File: config.mk
export PLATFORM = sky130hd
export DESIGN_NAME = alu_dispatch_flat
export DESIGN_NICKNAME = d
export VERILOG_FILES = /design/src/rtl/alu_dispatch_if.sv /design/src/rtl/alu_dispatch.sv /design/src/flat_wrapper.sv
export SDC_FILE = /design/constraint.sdc
export NUM_CORES = 1
export LEC_CHECK = 0
export ABC_AREA = 0
export CAP_MARGIN = 30
export CORE_MARGIN = 1
export CORE_UTILIZATION = 38
export CTS_BUF_LIST = sky130_fd_sc_hd__clkbuf_4
export CTS_CLUSTER_DIAMETER = 40
export DETAILED_ROUTE_END_ITERATION = 8
export PLACE_DENSITY = 0.83
export SLEW_MARGIN = 10
export SYNTH_ARGS = -nofsm -noshare
export SYNTH_HDL_FRONTEND = slang
export SYNTH_SLANG_ARGS = --single-unit
File: constraint.sdc
create_clock -name clk -period 3.85 [get_ports clk]
set_input_delay 0.9625 -clock clk [delete_from_list [all_inputs] [get_ports clk]]
set_output_delay 0.9625 -clock clk [all_outputs]
set_load 0.1 [all_outputs]
File: src/rtl/alu_dispatch_if.sv
// Handshake and operand bus between register-file read, the dispatch stage and the ALU.
// The slave modport is the dispatch stage's view; master is the surrounding pipeline's view.
interface alu_dispatch_if #(
    parameter int WIDTH = 32
);
    logic             flush;
    logic             in_valid;
    logic             in_ready;
    logic [31:0]      inst;
    logic [WIDTH-1:0] pc;
    logic [WIDTH-1:0] rs1_data;
    logic [WIDTH-1:0] rs2_data;
    logic             out_valid;
    logic             out_ready;
    logic [WIDTH-1:0] alu_op1;
    logic [WIDTH-1:0] alu_op2;
    logic [3:0]       alu_ctrl;
    logic [4:0]       rd;
    logic             wb_en;
    logic             illegal;

    modport master (
        output flush, in_valid, inst, pc, rs1_data, rs2_data, out_ready,
        input  in_ready, out_valid, alu_op1, alu_op2, alu_ctrl, rd, wb_en, illegal
    );

    modport slave (
        input  flush, in_valid, inst, pc, rs1_data, rs2_data, out_ready,
        output in_ready, out_valid, alu_op1, alu_op2, alu_ctrl, rd, wb_en, illegal
    );
endinterface

File: src/rtl/alu_dispatch.sv
// RV32I integer-ALU decode/issue stage: decodes the instruction into ALU operands and
// control, and holds the result in a single-entry valid/ready buffer with synchronous flush.
module alu_dispatch #(
    parameter int WIDTH = 32
) (
    input  logic         clk,
    input  logic         rst,
    alu_dispatch_if.slave bus
);

    typedef enum logic [3:0] {
        CTRL_ADD  = 4'b0000,
        CTRL_SUB  = 4'b0001,
        CTRL_EQ   = 4'b0010,
        CTRL_LTU  = 4'b0011,
        CTRL_LT   = 4'b0100,
        CTRL_AND  = 4'b0101,
        CTRL_OR   = 4'b0110,
        CTRL_XOR  = 4'b0111,
        CTRL_SRL  = 4'b1000,
        CTRL_SLL  = 4'b1001,
        CTRL_NONE = 4'b1111
    } alu_ctrl_e;

    localparam logic [6:0] OPC_OP     = 7'b0110011;
    localparam logic [6:0] OPC_OP_IMM = 7'b0010011;
    localparam logic [6:0] OPC_LUI    = 7'b0110111;
    localparam logic [6:0] OPC_AUIPC  = 7'b0010111;

    localparam logic [6:0] F7_BASE = 7'b0000000;
    localparam logic [6:0] F7_ALT  = 7'b0100000;

    generate
        if (WIDTH != 32) begin : g_bad_width
            $error("alu_dispatch decodes RV32I only; WIDTH must be 32");
        end
    endgenerate

    logic [6:0] opcode;
    logic [2:0] funct3;
    logic [6:0] funct7;

    assign opcode = bus.inst[6:0];
    assign funct3 = bus.inst[14:12];
    assign funct7 = bus.inst[31:25];

    logic [WIDTH-1:0] imm_i;
    logic [WIDTH-1:0] imm_u;
    logic [WIDTH-1:0] imm_shamt;

    assign imm_i     = {{(WIDTH-12){bus.inst[31]}}, bus.inst[31:20]};
    assign imm_u     = {bus.inst[31:12], 12'b0};
    assign imm_shamt = {{(WIDTH-5){1'b0}}, bus.inst[24:20]};

    alu_ctrl_e        dec_ctrl;
    logic             dec_illegal;
    logic [WIDTH-1:0] dec_op1;
    logic [WIDTH-1:0] dec_op2;
    logic             dec_wb_en;

    // Decode; anything not matched stays illegal with the ALU idled and zero operands.
    always_comb begin
        dec_ctrl    = CTRL_NONE;
        dec_illegal = 1'b1;
        dec_op1     = '0;
        dec_op2     = '0;

        case (opcode)
            OPC_OP: begin
                dec_op1 = bus.rs1_data;
                dec_op2 = bus.rs2_data;
                if (funct7 == F7_BASE) begin
                    dec_illegal = 1'b0;
                    case (funct3)
                        3'b000:  dec_ctrl = CTRL_ADD;
                        3'b001:  dec_ctrl = CTRL_SLL;
                        3'b010:  dec_ctrl = CTRL_LT;
                        3'b011:  dec_ctrl = CTRL_LTU;
                        3'b100:  dec_ctrl = CTRL_XOR;
                        3'b101:  dec_ctrl = CTRL_SRL;
                        3'b110:  dec_ctrl = CTRL_OR;
                        default: dec_ctrl = CTRL_AND;
                    endcase
                end else if (funct7 == F7_ALT && funct3 == 3'b000) begin
                    dec_illegal = 1'b0;
                    dec_ctrl    = CTRL_SUB;
                end
            end
            OPC_OP_IMM: begin
                dec_op1 = bus.rs1_data;
                dec_op2 = imm_i;
                case (funct3)
                    3'b000: begin
                        dec_illegal = 1'b0;
                        dec_ctrl    = CTRL_ADD;
                    end
                    3'b010: begin
                        dec_illegal = 1'b0;
                        dec_ctrl    = CTRL_LT;
                    end
                    3'b011: begin
                        dec_illegal = 1'b0;
                        dec_ctrl    = CTRL_LTU;
                    end
                    3'b100: begin
                        dec_illegal = 1'b0;
                        dec_ctrl    = CTRL_XOR;
                    end
                    3'b110: begin
                        dec_illegal = 1'b0;
                        dec_ctrl    = CTRL_OR;
                    end
                    3'b111: begin
                        dec_illegal = 1'b0;
                        dec_ctrl    = CTRL_AND;
                    end
                    3'b001: begin
                        dec_op2 = imm_shamt;
                        if (funct7 == F7_BASE) begin
                            dec_illegal = 1'b0;
                            dec_ctrl    = CTRL_SLL;
                        end
                    end
                    default: begin
                        dec_op2 = imm_shamt;
                        if (funct7 == F7_BASE) begin
                            dec_illegal = 1'b0;
                            dec_ctrl    = CTRL_SRL;
                        end
                    end
                endcase
            end
            OPC_LUI: begin
                dec_illegal = 1'b0;
                dec_ctrl    = CTRL_ADD;
                dec_op1     = '0;
                dec_op2     = imm_u;
            end
            OPC_AUIPC: begin
                dec_illegal = 1'b0;
                dec_ctrl    = CTRL_ADD;
                dec_op1     = bus.pc;
                dec_op2     = imm_u;
            end
            default: begin
                dec_illegal = 1'b1;
            end
        endcase

        // The ALU shifts by its full second operand, so only the low five bits may survive.
        if (dec_illegal) begin
            dec_ctrl = CTRL_NONE;
            dec_op1  = '0;
            dec_op2  = '0;
        end else if (dec_ctrl == CTRL_SLL || dec_ctrl == CTRL_SRL) begin
            dec_op2 = {{(WIDTH-5){1'b0}}, dec_op2[4:0]};
        end
    end

    assign dec_wb_en = !dec_illegal && (bus.inst[11:7] != 5'd0);

    logic             out_valid_q;
    logic [WIDTH-1:0] alu_op1_q;
    logic [WIDTH-1:0] alu_op2_q;
    logic [3:0]       alu_ctrl_q;
    logic [4:0]       rd_q;
    logic             wb_en_q;
    logic             illegal_q;
    logic             accept;

    assign bus.in_ready = !bus.flush && (!out_valid_q || bus.out_ready);
    assign accept       = bus.in_valid && bus.in_ready;

    // Single-entry buffer: reset beats flush beats transfer; data holds unless a new entry loads.
    always_ff @(posedge clk) begin
        if (rst) begin
            out_valid_q <= 1'b0;
            alu_op1_q   <= '0;
            alu_op2_q   <= '0;
            alu_ctrl_q  <= CTRL_ADD;
            rd_q        <= 5'd0;
            wb_en_q     <= 1'b0;
            illegal_q   <= 1'b0;
        end else if (bus.flush) begin
            out_valid_q <= 1'b0;
        end else if (accept) begin
            out_valid_q <= 1'b1;
            alu_op1_q   <= dec_op1;
            alu_op2_q   <= dec_op2;
            alu_ctrl_q  <= dec_ctrl;
            rd_q        <= bus.inst[11:7];
            wb_en_q     <= dec_wb_en;
            illegal_q   <= dec_illegal;
        end else if (bus.out_ready) begin
            out_valid_q <= 1'b0;
        end
    end

    assign bus.out_valid = out_valid_q;
    assign bus.alu_op1   = alu_op1_q;
    assign bus.alu_op2   = alu_op2_q;
    assign bus.alu_ctrl  = alu_ctrl_q;
    assign bus.rd        = rd_q;
    assign bus.wb_en     = wb_en_q;
    assign bus.illegal   = illegal_q;

endmodule

File: src/flat_wrapper.sv
// flat-port wrapper written by rule: the top's interface ports become plain ports
module alu_dispatch_flat 
#(
    parameter int WIDTH = 32
)
  (clk, rst, bus_flush, bus_in_valid, bus_inst, bus_pc, bus_rs1_data, bus_rs2_data, bus_out_ready, bus_in_ready, bus_out_valid, bus_alu_op1, bus_alu_op2, bus_alu_ctrl, bus_rd, bus_wb_en, bus_illegal);
  alu_dispatch_if #(.WIDTH(WIDTH)) bus_i ();
  input  logic clk;
  input  logic rst;
  input wire logic [$bits(bus_i.flush)-1:0] bus_flush;
  input wire logic [$bits(bus_i.in_valid)-1:0] bus_in_valid;
  input wire logic [$bits(bus_i.inst)-1:0] bus_inst;
  input wire logic [$bits(bus_i.pc)-1:0] bus_pc;
  input wire logic [$bits(bus_i.rs1_data)-1:0] bus_rs1_data;
  input wire logic [$bits(bus_i.rs2_data)-1:0] bus_rs2_data;
  input wire logic [$bits(bus_i.out_ready)-1:0] bus_out_ready;
  output wire logic [$bits(bus_i.in_ready)-1:0] bus_in_ready;
  output wire logic [$bits(bus_i.out_valid)-1:0] bus_out_valid;
  output wire logic [$bits(bus_i.alu_op1)-1:0] bus_alu_op1;
  output wire logic [$bits(bus_i.alu_op2)-1:0] bus_alu_op2;
  output wire logic [$bits(bus_i.alu_ctrl)-1:0] bus_alu_ctrl;
  output wire logic [$bits(bus_i.rd)-1:0] bus_rd;
  output wire logic [$bits(bus_i.wb_en)-1:0] bus_wb_en;
  output wire logic [$bits(bus_i.illegal)-1:0] bus_illegal;
  assign bus_i.flush = bus_flush;
  assign bus_i.in_valid = bus_in_valid;
  assign bus_i.inst = bus_inst;
  assign bus_i.pc = bus_pc;
  assign bus_i.rs1_data = bus_rs1_data;
  assign bus_i.rs2_data = bus_rs2_data;
  assign bus_i.out_ready = bus_out_ready;
  assign bus_in_ready = bus_i.in_ready;
  assign bus_out_valid = bus_i.out_valid;
  assign bus_alu_op1 = bus_i.alu_op1;
  assign bus_alu_op2 = bus_i.alu_op2;
  assign bus_alu_ctrl = bus_i.alu_ctrl;
  assign bus_rd = bus_i.rd;
  assign bus_wb_en = bus_i.wb_en;
  assign bus_illegal = bus_i.illegal;
  alu_dispatch #(.WIDTH(WIDTH)) u_core (.clk(clk), .rst(rst), .bus(bus_i));
endmodule
**Word-level counts from Yosys, hierarchy flattened**

Index checks and enable logic that the tools add are counted.

- Bits in registers: 76
- Latch bits: 0
- Memory bits (read-only): 0
- Input port bits: 133
- Bits in writable memories: 0
- Output and inout port bits: 77
- Memories: 0

- Shifts and indexed selects: 0
- Order comparisons: 0
- Multiply operators: 0
- Multiplexer cells: 21
- Add/subtract/negate cells: 0
- Bitwise logic cells: 1
- Div/mod/pow operators: 0
- Reductions and logical operators: 18
- Eq/ne operators: 14

Operators by type and width:

| operator | number |
|---|---|
| 32-bit 2-to-1 mux | 4 |
| 32-bit case mux with 3 select lines | 1 |
| 32-bit case mux with 2 select lines | 1 |
| 4-bit case mux with 7 select lines | 2 |
| 7-bit by 6-bit equality test with 1-bit output, second input constant | 3 |
| 7-bit by 5-bit equality test with 1-bit output, second input constant | 2 |
| 3-bit equality test, second input constant | 4 |
| 4-bit 2-to-1 mux | 3 |
| 4-bit case mux with 3 select lines | 1 |
| 4-bit equality test, second input constant | 2 |
| 7-bit zero test | 1 |
| 3-bit by 2-bit equality test with 1-bit output, second input constant | 2 |
| 1-bit 2-to-1 mux | 6 |
| 3-bit 2-to-1 mux | 2 |
| 2-bit OR reduction | 3 |
| 6-bit OR reduction | 1 |
| 5-bit nonzero test | 1 |
| 1-bit logical AND | 4 |
| 3-bit by 1-bit equality test with 1-bit output, second input constant | 1 |
| 1-bit zero test | 3 |
| 3-bit zero test | 1 |
| 1-bit case mux with 3 select lines | 1 |
| 1-bit logical OR | 2 |
| 2-bit AND reduction | 1 |
| 2 further kinds | 2 |

**Logic depth before layout (Yosys ltp)**

- Depth after elaboration: 9
- Mapped depth: 8
- Mapped depth without buffers: 5

**Worst setup path before layout**

Ideal clock, no wire load.

- Path kind: input to output
- From: in bus_out_ready
- To: out bus_in_ready
- Stages on the path: 2
- Data arrival time: 2.257 ns
- Path slack: 0.631 ns
- Buffers on the path: 0
- Required time: 2.888 ns
- Path through: nor2b_1 > nor2_1

- Word-level cells in the longest chain between the ends: 2

RTL lines:

| what | RTL line | RTL |
|---|---|---|
| from (decl) | flat_wrapper.sv:16 | `input wire logic [$bits(bus_i.out_ready)-1:0] bus_out_ready;` |
| 1-bit logical OR | alu_dispatch.sv:171 | `assign bus.in_ready = !bus.flush && (!out_valid_q \|\| bus.out_ready);` |
| 1-bit logical AND | alu_dispatch.sv:171 |  |
| to (decl) | flat_wrapper.sv:17 | `output wire logic [$bits(bus_i.in_ready)-1:0] bus_in_ready;` |

No other way between the ends.

**Final worst setup path**

- From: in bus_inst[26]
- To: reg u_core.alu_op2_q[22] (netlist: u_core.bus.alu_op2[22])

- Word-level cells in the longest chain between the ends: 9
- Elaborated cells between the ends (all ways): 19
- Those cells by class: 3 x eq/ne; 13 x mux; 3 x reduce/logical

RTL lines:

| what | RTL line | RTL |
|---|---|---|
| from (decl) | flat_wrapper.sv:12 | `input wire logic [$bits(bus_i.inst)-1:0] bus_inst;` |
| 7-bit by 6-bit equality test with 1-bit output | alu_dispatch.sv:84 | `end else if (funct7 == F7_ALT && funct3 == 3'b000) begin` |
| 1-bit logical AND | alu_dispatch.sv:84 |  |
| 4-bit 2-to-1 mux | alu_dispatch.sv:84 |  |
| 4-bit 2-to-1 mux | alu_dispatch.sv:72 | `if (funct7 == F7_BASE) begin` |
| 4-bit case mux with 3 select lines | alu_dispatch.sv:68 | `case (opcode)` |
| 4-bit equality test | alu_dispatch.sv:155 | `end else if (dec_ctrl == CTRL_SLL \|\| dec_ctrl == CTRL_SRL) begin` |
| 1-bit logical OR | alu_dispatch.sv:155 |  |
| 32-bit 2-to-1 mux | alu_dispatch.sv:155 |  |
| 32-bit 2-to-1 mux (*) | alu_dispatch.sv:151 | `if (dec_illegal) begin` |
| to (signal assigned) | alu_dispatch.sv:189 | `alu_op2_q <= dec_op2;` |
| to (decl) | alu_dispatch.sv:164 | `logic [WIDTH-1:0] alu_op2_q;` |

Mark *: on every way between the ends. The rest lies on a longest branch, timed or not.
A chain may end at the register's enable or synchronous reset.

==> impl_metrics.tcl <==
set metrics [dict create \
    cts_tree "done" \
    setup_viol_count_final 0 \
    crit_cells 6 \
    synth.most_common_cell "dfxtp_1" \
    synth_common_cells "dfxtp_1 (76), nor2_1 (50), a22oi_1 (45), nand2_1 (42), a22o_1 (32)" \
    pwr-share-comb 0.203 \
    relSlewSlack 0.317 \
    ys_ff_latch 76 \
    antenna_found_initial 0 \
    ir_drop_v 0.000170 \
    dpl_worst_slack_ps 96.7 \
    p_leak_nw 2.06 \
    utilization 0.684 \
    crit_fanout 20 \
    cp.required_ps 4200 \
    grt_max_degree 46 \
    path_buf_inv 1 \
    cts_hold_buffers 0 \
    drv_cap 0 \
    synth_cell_types 37 \
    track_usage 0.246 \
    first_global_vias 3618 \
    final_layout_size_suffix_gt1_frac 0.0709 \
    routedWlPerCell_um 16.8 \
    fp.coreArea_um2 8380 \
    rows 33 \
    num_vias 3877 \
    fmax_ghz 0.298 \
    drv_slew 0 \
    ff2ff_setup_slack_ps 2010 \
    ant_nets 0 \
    swShare 0.258 \
    synth_edf_count 0 \
    avgSynthCellArea_um2 8.67 \
    cp_cell_sequence "clkdlybuf4s50_1 > or4_1 > a2111o_1 > a311oi_4 > or4b_4 > o21ai_1" \
    die_area_um2 9230 \
    ys.warnings.count 0 \
    overflow 0 \
    regToRegEndpoint "u_core.bus.alu_op2[22]" \
    rsz0062_at_grt "no" \
    ys_seq_area_frac 0.452 \
    r2r_start "u_core.bus.out_valid" \
    hp-class "flop to flop" \
    post_cts_resized 0 \
    synthesis.area_um2 3360 \
    viasPerCell 5.56 \
    reg2reg_depth 5 \
    cp-startpoint "bus_inst[26]" \
    cts.sinks 76 \
    finalCriticalPeriod_ps 3350 \
    area_delta_synth_final_pct 70.6 \
    internal_power_mw 1.31 \
    tightest_slew_ps 1020 \
    gp_congestion 0.972 \
    drt_iter0_drc 213 \
    final_nets 720 \
    worst_path_max_delay_cell "or4b_4" \
    fin_ws_ps 497 \
    diodes 0 \
    synth_top_area_frac 0.452 \
    final_area_um2 5740 \
    startpoint_type "input port" \
    synth_fp_nets 521 \
    cts_buffer_depth 2 \
    finalSetupTns_ps 0 \
    synthTopCellsByArea "dfxtp_1 (45%), a22oi_1 (10%), a22o_1 (8.3%)" \
    clkLatencyLatePin_ps 420 \
    critPathCapture "u_core.bus.alu_op2[22]" \
    power.density_nw_per_um2 308 \
    ys_dominant_reg_cell "dfxtp_1" \
    die_h_um 96.1 \
    final.period_utilization 0.871 \
    hpwl_um 8770 \
    yosysTopAreaCell "dfxtp_1" \
    drt-total-wl_um 11700 \
    syn_inst 388 \
    placed_area_um2 5560 \
    total_power_mw 1.76 \
    first_pass_iters 4 \
    final.setup_skew_ps 15.5 \
    grt_pass1_wl_um 17400 \
    critical_path.max_stage_delay_ps 650 \
    die-width_um 96.1 \
    p_sw_uw 455 \
    io_pins 210 \
    pwr-share-seq 0.452 \
    crit_path_end_kind "flop" \
    port_buffers 209 \
    start_util 0.401 \
    postCtsSetupRepairBufs 0 \
    cts_root_buf "clkbuf_4" \
    worstPathArrival_ps 3700 \
    cts_max_level 3 \
    clkPwrFrac 0.345 \
    drc 0 \
    cts_buffers 9 \
    async_flop_share 0 \
    outcome "completed" \
    crit_type "input port to flop" \
    cp_top_family "simple AND/OR/NAND/NOR gates" \
    clkTransAtPathRegs_ps 120 \
    finalHoldViolations 0 \
    final.fill_count 675 \
]
==> area by class of cell <==
type / count / area (um^2) / area share
inverter: 4 / 15.0 / 0.00262
sequential: 76 / 1520 / 0.265
multi-input combinational: 273 / 1690 / 0.295
clock inverter: 6 / 103 / 0.0179
timing repair buffer: 223 / 2200 / 0.383
clock buffer: 10 / 75.1 / 0.0131
tap: 105 / 131 / 0.0229
==> worst register-to-register path: stages, from the launching register on <==
cell      delay (ps)
dfxtp_1          340
nand2b_1         100
nand3_2          130
a311oi_4         370
or4b_4           650
o21ai_1          170
==> power groups by stage <==
| stage | registers, mW | logic (mW) | clock network, mW |
|---|---|---|---|
| finish | 0.797 | 0.358 | 0.609 |
| global route | 0.799 | 0.378 | 0.649 |
| CTS | 0.797 | 0.357 | 0.615 |
| detailed placement | 0.815 | 0.355 | 0 |
| global placement | 0.815 | 0.350 | 0 |
| floorplan | 0.867 | 0.114 | 0 |
==> stage by stage <==
stage	hold WS, ps	cells
6_report	454	697
4_1_cts	458	697
3_5_place_dp	440	681
5_1_grt	474	697
3_3_place_gp	435	680
2_1_floorplan	873	388
==> cell usage in the layout, fill, tap and decap left out, types with 2 or more instances in the layout <==
master,n
a22oi_1,45
mux2_2,5
a221oi_1,20
o21ai_0,10
a211oi_1,5
inv_1,3
o21ai_1,20
or4_1,2
clkdlybuf4s50_1,207
nand2_1,42
nor2b_1,4
clkinv_1,2
buf_4,14
clkbuf_4,10
bufinv_16,3
and3_1,3
dfxtp_1,76
nor2_1,49
nand2b_1,2
or4b_1,2
nor3_1,7
a21oi_1,9
a22o_1,32
==> cells by family after synthesis <==
kind of cell / share of synthesized area
AND/OR/NAND/NOR: 0.158
AO/OA/AOI/OAI: 0.324
flip-flops: 0.452
buffers and inverters: 0.0495
multiplexers: 0.0167
==> flip-flops by register name (all words and copies together) (netlist names) <==
register              flops
u_core.bus.wb_en          1
u_core.bus.rd             5
u_core.bus.illegal        1
u_core.bus.alu_ctrl       4
u_core.bus.out_valid      1
u_core.bus.alu_op1       32
u_core.bus.alu_op2       32
==> how the worst min path moves through the flow <==
stage	from	end	slack [ps]	cells after the start
finish	u_core.bus.alu_op2[20]	u_core.bus.alu_op2[20]	450	2
global route	u_core.bus.alu_op2[21]	u_core.bus.alu_op2[21]	470	2
CTS	u_core.bus.alu_op2[28]	u_core.bus.alu_op2[28]	460	2
detailed placement	u_core.bus.alu_op2[28]	u_core.bus.alu_op2[28]	440	2
global placement	u_core.bus.alu_op2[19]	u_core.bus.alu_op2[19]	430	2
floorplan	u_core.bus.alu_op2[30]	u_core.bus.alu_op2[30]	870	2
==> per-layer routing <==
layer	GRT usage	vias up	part of all wire	wire [um]
met5	0	-	0	0
met4	0.0846	0	0.017	200
met3	0.0600	22	0.095	1110
met2	0.447	196	0.51	6000
met1	0.279	1811	0.38	4430
li1	-	1848	-	-
Note: power is estimated with default switching activity, not from simulation.
